### config.mk
export PLATFORM = sky130hd
export DESIGN_NAME = ffe_sample_driver
export DESIGN_NICKNAME = d
export VERILOG_FILES = /design/src/rtl/ffe_sample_driver.sv
export SDC_FILE = /design/constraint.sdc
export NUM_CORES = 1
export LEC_CHECK = 0
export ABC_AREA = 1
export BUFFER_PORTS_ARGS = -buffer_cell sky130_fd_sc_hd__buf_2
export CELL_PAD_IN_SITES_DETAIL_PLACEMENT = 1
export CELL_PAD_IN_SITES_GLOBAL_PLACEMENT = 1
export CORE_MARGIN = 3
export CORE_UTILIZATION = 47
export DETAILED_ROUTE_END_ITERATION = 6
export PLACE_DENSITY = 0.89
export SETUP_SLACK_MARGIN = 0.05
export SLEW_MARGIN = 20
export SYNTH_ARGS = -nofsm -noshare
export SYNTH_HDL_FRONTEND = slang
export SYNTH_SLANG_ARGS = --single-unit
### constraint.sdc
create_clock -name clk -period 3.9 [get_ports clk]
set_clock_uncertainty 0.05 [all_clocks]
set_input_delay 0.78 -clock clk [delete_from_list [all_inputs] [get_ports clk]]
set_output_delay 0.78 -clock clk [all_outputs]
set_load 0.05 [all_outputs]
### src/rtl/ffe_sample_driver.sv
// Buffers upstream samples and feeds them one at a time to a feed-forward equalizer,
// running the setup/load/hold handshake and capturing the result or flagging a timeout.
module ffe_sample_driver #(
  parameter int DATA_WIDTH = 12,
  parameter int NUM_STAGES = 2,
  parameter int FIFO_DEPTH = 4,
  parameter int TIMEOUT    = 15
) (
  input  logic                               clk,
  input  logic                               rst,
  input  logic                               s_valid,
  input  logic [DATA_WIDTH-1:0]              s_data,
  output logic                               s_ready,
  output logic                               load_in,
  output logic [DATA_WIDTH-1:0]              data_in,
  input  logic                               data_valid,
  input  logic [DATA_WIDTH-1:0]              data_out,
  output logic                               y_valid,
  output logic [DATA_WIDTH-1:0]              y_data,
  output logic                               busy,
  output logic [$clog2(FIFO_DEPTH+1)-1:0]    fifo_level,
  output logic                               timeout_err
);

  localparam int PW = (FIFO_DEPTH > 1) ? $clog2(FIFO_DEPTH) : 1;
  localparam int LW = $clog2(FIFO_DEPTH+1);
  localparam int HW = $clog2(NUM_STAGES+2);
  localparam int TW = (TIMEOUT > 1) ? $clog2(TIMEOUT+1) : 1;

  typedef enum logic [2:0] {
    IDLE  = 3'd0,
    SETUP = 3'd1,
    LOAD  = 3'd2,
    HOLD  = 3'd3,
    WAIT  = 3'd4
  } state_t;

  state_t                state_r, state_nxt_s;
  logic [DATA_WIDTH-1:0] mem_r [FIFO_DEPTH];
  logic [PW-1:0]         wr_ptr_r, rd_ptr_r;
  logic [HW-1:0]         hold_cnt_r;
  logic [TW-1:0]         wait_cnt_r;
  logic                  full_s, empty_s, push_s, pop_s;
  logic                  load_nxt_s, capture_s, timeout_s;

  assign full_s  = (fifo_level == LW'(FIFO_DEPTH));
  assign empty_s = (fifo_level == LW'(0));
  assign s_ready = !full_s;
  assign push_s  = s_valid && !full_s;
  assign busy    = (state_r != IDLE);

  // Sample storage; contents are don't-care until the level says otherwise.
  always_ff @(posedge clk) begin
    if (push_s) begin
      mem_r[wr_ptr_r] <= s_data;
    end
  end

  // FIFO pointers and occupancy.
  always_ff @(posedge clk or posedge rst) begin
    if (rst) begin
      wr_ptr_r   <= '0;
      rd_ptr_r   <= '0;
      fifo_level <= '0;
    end else begin
      if (push_s) wr_ptr_r <= wr_ptr_r + PW'(1);
      if (pop_s)  rd_ptr_r <= rd_ptr_r + PW'(1);
      case ({push_s, pop_s})
        2'b10:   fifo_level <= fifo_level + LW'(1);
        2'b01:   fifo_level <= fifo_level - LW'(1);
        default: fifo_level <= fifo_level;
      endcase
    end
  end

  // Next-state and per-cycle control decisions.
  always_comb begin
    state_nxt_s = state_r;
    pop_s       = 1'b0;
    load_nxt_s  = 1'b0;
    capture_s   = 1'b0;
    timeout_s   = 1'b0;
    case (state_r)
      IDLE: begin
        if (!empty_s) begin
          pop_s       = 1'b1;
          state_nxt_s = SETUP;
        end else begin
          state_nxt_s = IDLE;
        end
      end
      SETUP: begin
        load_nxt_s  = 1'b1;
        state_nxt_s = LOAD;
      end
      LOAD: state_nxt_s = HOLD;
      HOLD: begin
        if (hold_cnt_r == HW'(NUM_STAGES)) begin
          state_nxt_s = WAIT;
        end else begin
          state_nxt_s = HOLD;
        end
      end
      WAIT: begin
        // A result arriving on the expiry cycle still counts as on time.
        if (data_valid) begin
          capture_s   = 1'b1;
          state_nxt_s = IDLE;
        end else if (wait_cnt_r == TW'(TIMEOUT-1)) begin
          timeout_s   = 1'b1;
          state_nxt_s = IDLE;
        end else begin
          state_nxt_s = WAIT;
        end
      end
      default: state_nxt_s = IDLE;
    endcase
  end

  // State, counters and registered outputs.
  always_ff @(posedge clk or posedge rst) begin
    if (rst) begin
      state_r     <= IDLE;
      hold_cnt_r  <= '0;
      wait_cnt_r  <= '0;
      load_in     <= 1'b0;
      data_in     <= '0;
      y_valid     <= 1'b0;
      y_data      <= '0;
      timeout_err <= 1'b0;
    end else begin
      state_r <= state_nxt_s;
      load_in <= load_nxt_s;
      y_valid <= capture_s;
      if (pop_s)     data_in     <= mem_r[rd_ptr_r];
      if (capture_s) y_data      <= data_out;
      if (timeout_s) timeout_err <= 1'b1;
      if (state_r == LOAD)      hold_cnt_r <= '0;
      else if (state_r == HOLD) hold_cnt_r <= hold_cnt_r + HW'(1);
      if (state_r == HOLD)      wait_cnt_r <= '0;
      else if (state_r == WAIT) wait_cnt_r <= wait_cnt_r + TW'(1);
    end
  end

endmodule

==> results of run 1 <==
==> flip-flops by register name, summed over array words and instances (netlist names) <==
signal / cells
y_data: 12
state_r: 3
data_in: 12
wait_cnt_r: 4
mem_r: 48
fifo_level: 3
hold_cnt_r: 2
rd_ptr_r: 2
y_valid: 1
wr_ptr_r: 2
timeout_err: 1
load_in: 1
==> cell type report <==
cell class              count  area (µm²)
flip-flops and latches     91        2517
repair buffers             60       302.8
fillers                   916        3472
inverters                  73       274.0
clock inverters             3       16.27
well taps                 102       127.6
clock buffers              13       138.9
multi-input cells         226        1079
==> per-layer routing <==
layer  GRT usage [%]  up-vias  wire length, µm
met2           41.06       55             5491
met1           22.86     1446             3805
met4           10.01        0              259
met5               0        -                0
met3           4.164       18              287
li1                -     1369                -
==> report_power, final <==
part	leakage (nW)	switching [mW]	internal [mW]
Clock	0.0751	0.325	0.230
Combinational	1.21	1.20	0.383
Sequential	0.980	0.222	1.31
==> per-stage QoR <==
stage | setup WS [ns] | power, mW
after floorplan | 1.260 | 2.670
after global placement | 1.543 | 3.003
after detailed placement | 1.429 | 3.101
after CTS | 1.575 | 3.689
after global routing | 1.390 | 3.901
final | 1.579 | 3.672
==> worst max-delay path, cell delays in order (launching register included) <==
cell and delay, ns:
dfrtp_1 0.48, nor2_4 0.17, nand2_2 0.09, nor2_4 0.37, ha_1 0.26, inv_1 0.07
fa_1 0.38, inv_1 0.07, nand2_1 0.06, nand3_1 0.10, xor2_1 0.15
==> kinds of logic after synthesis <==
kind of cell	count (synthesis)	synth area share, %
compound gates	23	2.990
xor+xnor	5	1.113
fa+ha+maj	9	3.054
buf+inv	85	8.779
flops	91	63.99
simple gates	189	20.07
==> worst paths after layout <==
| check | endpoint | slack [ns] | cells after the start |
|---|---|---|---|
| worst max-delay path | fifo_level[2]$_DFFE_PP0P_ | 1.58 | 10 |
| min in group asynchronous | y_data[6]$_DFFE_PP0P_ | 0.57 | 2 |
| worst min-delay path | data_in[7]$_DFFE_PP0P_ | 0.43 | 2 |
| worst min register to register | data_in[7]$_DFFE_PP0P_ | 0.43 | 2 |
| worst max register to register | fifo_level[2]$_DFFE_PP0P_ | 1.58 | 10 |
| max in group asynchronous | data_in[4]$_DFFE_PP0P_ | 2.63 | 2 |
==> layout by cell type (no fill, tap or decap), types with 2 or more instances in the layout <==
| cell type | count |
|---|---|
| ha_1 | 8 |
| buf_2 | 59 |
| nor2_2 | 3 |
| nand2_2 | 2 |
| dfrtp_1 | 43 |
| inv_2 | 3 |
| inv_1 | 70 |
| xor2_1 | 4 |
| nor2_4 | 3 |
| clkbuf_8 | 9 |
| o21ai_1 | 12 |
| edfxtp_1 | 48 |
| o21ai_0 | 10 |
| nand2_1 | 142 |
| nand3_1 | 34 |
| nor2_1 | 2 |
| clkbuf_1 | 4 |
==> reports/qor.txt, run 1 <==
Status -> complete, no violations
H-tree depth -> 3
DP Wirelength -> 6414 µm
DRT Pass-1 Iters -> 4
Ant diodes -> 0
Setup violations, final -> 0
Fin area -> 4456 µm²
PD cells -> 824.1 nW/µm²
Largest net degree at the start of global routing -> 44
I/O pins -> 60
CTS sink cnt -> 91
DRT iter0 DRCs -> 84
Final core utilization -> 56.20%
CTS resizes -> 0
Kind of critical path -> reg2reg
CTS Buf Count -> 9
Critical Path RT -> 4.13 ns
Register area share after synthesis -> 63.99%
Hold Vio Cnt, Final -> 0
Bufs on Longest Clock Path -> 2
Total number of vias -> 2,888
Placed cells -> 552
WL/cell -> 17.33 µm
Post-synthesis cell area -> 3934 µm²
Achievable Freq -> 430.9 MHz
Drc violations -> 0
Synth area leader -> edfxtp_1
Grt ovf -> 0
Vias in the first global route -> 3,241
Yosys cell types -> 23
Crit. End Element -> flop
Top cell type's share of synthesized area -> 36.64%
Worst-margin pin slew -> 1.012 ns
Hold Path Class -> reg2reg
Hold_sp -> data_in[7]$_DFFE_PP0P_
Die X -> 97.49 µm
Final Max Slew Viols -> 0
DP Area -> 4293 µm²
All-Layer GR Usage -> 21.67%
Async SR Flop Fraction -> 47.25%
Area grow syn2layout -> 13.26%
Port bufs -> 59
Most common cell in the netlist -> nand2_1
Ys flop type -> edfxtp_1
# rows -> 32
Max transition margin -> 32.56%
Crit Path Max Fanout -> 15
Core Area -> 7928 µm²
Reg-to-Reg Start -> state_r[0]$_DFF_PP0_
Syn Inst Count -> 402
FF+latch count, synth -> 91
Clk Latency, worst-skew pair -> 0.36 ns
Minimum hold slack -> 0.4317 ns
Post-Route WL -> 9844 µm
CTS root buf -> clkbuf_8
Fin nets -> 498
CP startpoint -> state_r[0]$_DFF_PP0_
Post-CTS Setup Inserts -> 0
Die H -> 97.49 µm
First-pass GRT wire length -> 16,000 µm
TritonCTS clock tree -> done
Die area -> 9503 µm²
Total negative slack -> 0 ns
EDFF count, synth -> 48
Synth area leaders -> edfxtp_1, dfrtp_1, nand2_1
List of most frequent post-synthesis cells -> nand2_1, inv_1, edfxtp_1
Layout cells sized above 1 -> 17.81%
Mean post-synth cell area -> 9.786 µm²
Peak supply drop -> 0.3662 mV
Gpl congestion -> 0.7509
Hold Buf Count CTS -> 0
CP Launch Type -> flop
Period utilisation layout -> 59.50%
Crit path DAT -> 2.55 ns
Mapped Nets -> 439
Clock transition at path regs -> 0.09 ns
# Max-Cap Violations -> 0
Time the worst path needs with I/O delays and setup -> 2.321 ns
Antenna viol nets, final -> 0
RSZ-0062 raised after global routing -> false
Warnings from Yosys -> 0
Via/cell ratio -> 5.085
Initial antenna violation count -> 0
Leakage power -> 2.264 nW
Layout Cells excl Fill -> 568
Initial core utilization -> 49.62%
Note: power is estimated with default switching activity, not from simulation.
==> inputs of run 2 (changes only) <==
Settings changed: CORE_UTILIZATION 47 to 39, PLACE_DENSITY 0.89 to 0.8.
Clock period 3.9 ns to 2 ns, I/O delays scaled along.
==> run 2 against run 1 <==
Against the previous run:
- worst setup slack lost 1.4 ns
- non-clock buffer count grew 11
- die area grew 19%
- routed wire length shrank 4.4%
- utilization shrank 8.3 points
- sequential cell count is the same
- final area grew 5.1%
- total power grew 100%
- critical path type unchanged
- largest power group unchanged
==> reports/qor.txt, run 2 (same netlist as run 1, synthesis figures left out) <==
Grt ovf -> 0 (unchanged)
Period utilisation layout -> 92.01% (+33 points)
Bufs on Longest Clock Path -> 2 (unchanged)
Status -> complete, no violations
Initial antenna violation count -> 0 (unchanged)
Slowest cell on the critical path -> dfrtp_2
Hold Buf Count CTS -> 0 (unchanged)
# Max-Cap Violations -> 0 (unchanged)
Port bufs -> 59 (unchanged)
First-pass GRT wire length -> 15,220 µm (-4.9%)
Achievable Freq -> 543.4 MHz (+26%)
Crit path DAT -> 2.03 ns (-0.52 ns)
Fin area -> 4681 µm² (+5.1%)
Time the worst path needs with I/O delays and setup -> 1.840 ns (-0.4804 ns)
RSZ-0062 raised after global routing -> false
Largest regs -> mem_r (48), data_in (12), y_data (12)
Minimum hold slack -> 0.02481 ns (-0.4069 ns)
Critical Path Max Stage Delay -> 0.43 ns (-0.05 ns)
Die X -> 106.4 µm (+9.2%)
Ant diodes -> 0 (unchanged)
Core Area -> 9774 µm² (+23%)
All-Layer GR Usage -> 17.44% (-4.2 points)
Hold Path Class -> in2async
Reg2Reg Setup Slack -> 0.16 ns (-1.42 ns)
Antenna viol nets, final -> 0 (unchanged)
Drc violations -> 0 (unchanged)
CTS root buf -> clkbuf_8
Max transition margin -> 67.58% (+35 points)
DRT Pass-1 Iters -> 4 (unchanged)
Clk Latency, worst-skew pair -> 0.36 ns (about the same)
Final Max Slew Viols -> 0 (unchanged)
Die area -> 11,330 µm² (+19%)
Final core utilization -> 47.89% (-8.3 points)
Total negative slack -> 0 ns (unchanged)
Critical Path RT -> 2.19 ns (-1.94 ns)
Clock transition at path regs -> 0.09 ns (about the same)
CP Launch Type -> flop
Total number of vias -> 2,857 (-1.1%)
DP Area -> 4451 µm² (+3.7%)
Worst-margin pin slew -> 0.4858 ns (-0.5259 ns)
# rows -> 36 (+13%)
Setup violations, final -> 0 (unchanged)
CTS sink cnt -> 91 (unchanged)
H-tree depth -> 3 (unchanged)
Critical path, cell by cell -> nor2_4 > nand2_4 > nor2_4 > ha_4 > inv_2 > fa_2 > nand2_1 > nand3_2 > xor2_1
Kind of critical path -> reg2reg
Initial core utilization -> 40.25% (-9.4 points)
Leakage power -> 2.345 nW (+3.6%)
Crit. End Element -> flop
TritonCTS clock tree -> done
Fin nets -> 509 (+2.2%)
Max FFs per register -> 48 (unchanged)
Largest Register -> mem_r
I/O pins -> 60 (unchanged)
Crit Path Max Fanout -> 2 (-13)
Vias in the first global route -> 3,061 (-5.6%)
Post-Route WL -> 9415 µm (-4.4%)
Gpl congestion -> 0.7243 (-3.5%)
Commonest non-fill, non-tap cell in the layout -> nand2_1
Peak supply drop -> 0.5064 mV (+38%)
Via/cell ratio -> 4.684 (-7.9%)
PD cells -> 1604 nW/µm² (+95%)
Largest net degree at the start of global routing -> 44 (unchanged)
WL/cell -> 15.43 µm (-11%)
Die H -> 106.4 µm (+9.2%)
Layout cells sized above 1 -> 22.64% (+4.8 points)
DRT iter0 DRCs -> 142 (+69%)
CP most frequent cell -> nor2_4
# fillers -> 1,161 (+27%)
CTS Buf Count -> 9 (unchanged)
Hold Vio Cnt, Final -> 0 (unchanged)
DP Wirelength -> 6248 µm (-2.6%)
Commonest cells after routing, fill and taps aside -> nand2_1, inv_1, buf_2
Area grow syn2layout -> 18.99%
[run 2: final cells by class]
type,count,area (µm²),share of cell area (%)
clock buffer,11,141.4,3.021
multi-input combinational,226,1121,23.95
inverter,73,279.0,5.961
tap,133,166.4,3.555
sequential,91,2524,53.92
timing repair buffer,71,397.9,8.500
clock inverter,5,51.30,1.096
[run 2: layer usage]
layer | vias to the layer above | share of wire (%) | global-route usage [%]
li1 | 1388 | - | -
met1 | 1414 | 43 | 21.34
met2 | 35 | 53 | 30.45
met3 | 20 | 1.6 | 2.429
met4 | 0 | 2.6 | 8.128
met5 | - | 0 | 0
[run 2: power breakdown]
group / switching, mW / internal (mW) / leakage, nW
logic: 2.53 / 0.899 / 1.27
registers: 0.262 / 2.56 / 0.974
clock network: 0.650 / 0.607 / 0.0988
[run 2: worst max-delay path: cells and delay by family, from the launching register on]
kind,cells,cell delay (ns)
xor gates and xnor gates,1,0.18
adders and majority gates,2,0.51
buffers and inverters,1,0.04
DFF,1,0.43
and+or+nand+nor,5,0.51
[run 2: worst paths after layout]
kind                                         start                         to  cells past startpoint
max                           state_r[0]$_DFF_PP0_  fifo_level[2]$_DFFE_PP0P_                      9
min                                            rst      y_data[6]$_DFFE_PP0P_                      3
max in group asynchronous                      rst  fifo_level[2]$_DFFE_PP0P_                      3
min reg2reg                timeout_err$_DFFE_PP0P_    timeout_err$_DFFE_PP0P_                      1
min in group clk                       data_out[7]      y_data[7]$_DFFE_PP0P_                      3
max reg2reg                   state_r[0]$_DFF_PP0_  fifo_level[2]$_DFFE_PP0P_                      9
[run 2: stage by stage]
step | instances | setup WS (ns) | power [mW]
2_1_floorplan | 402 | 0.01136 | 5.304
3_3_place_gp | 590 | 0.2387 | 6.035
3_5_place_dp | 590 | 0.1452 | 6.208
4_1_cts | 607 | 0.07132 | 7.527
5_1_grt | 610 | 0.04411 | 8.000
6_report | 610 | 0.1599 | 7.508
[run 2: timing repair]
action	CTS	global route
pin swaps	0	2
gates resized for setup	2	2
endpoints found under the setup margin	1	1
setup buffers	1	3
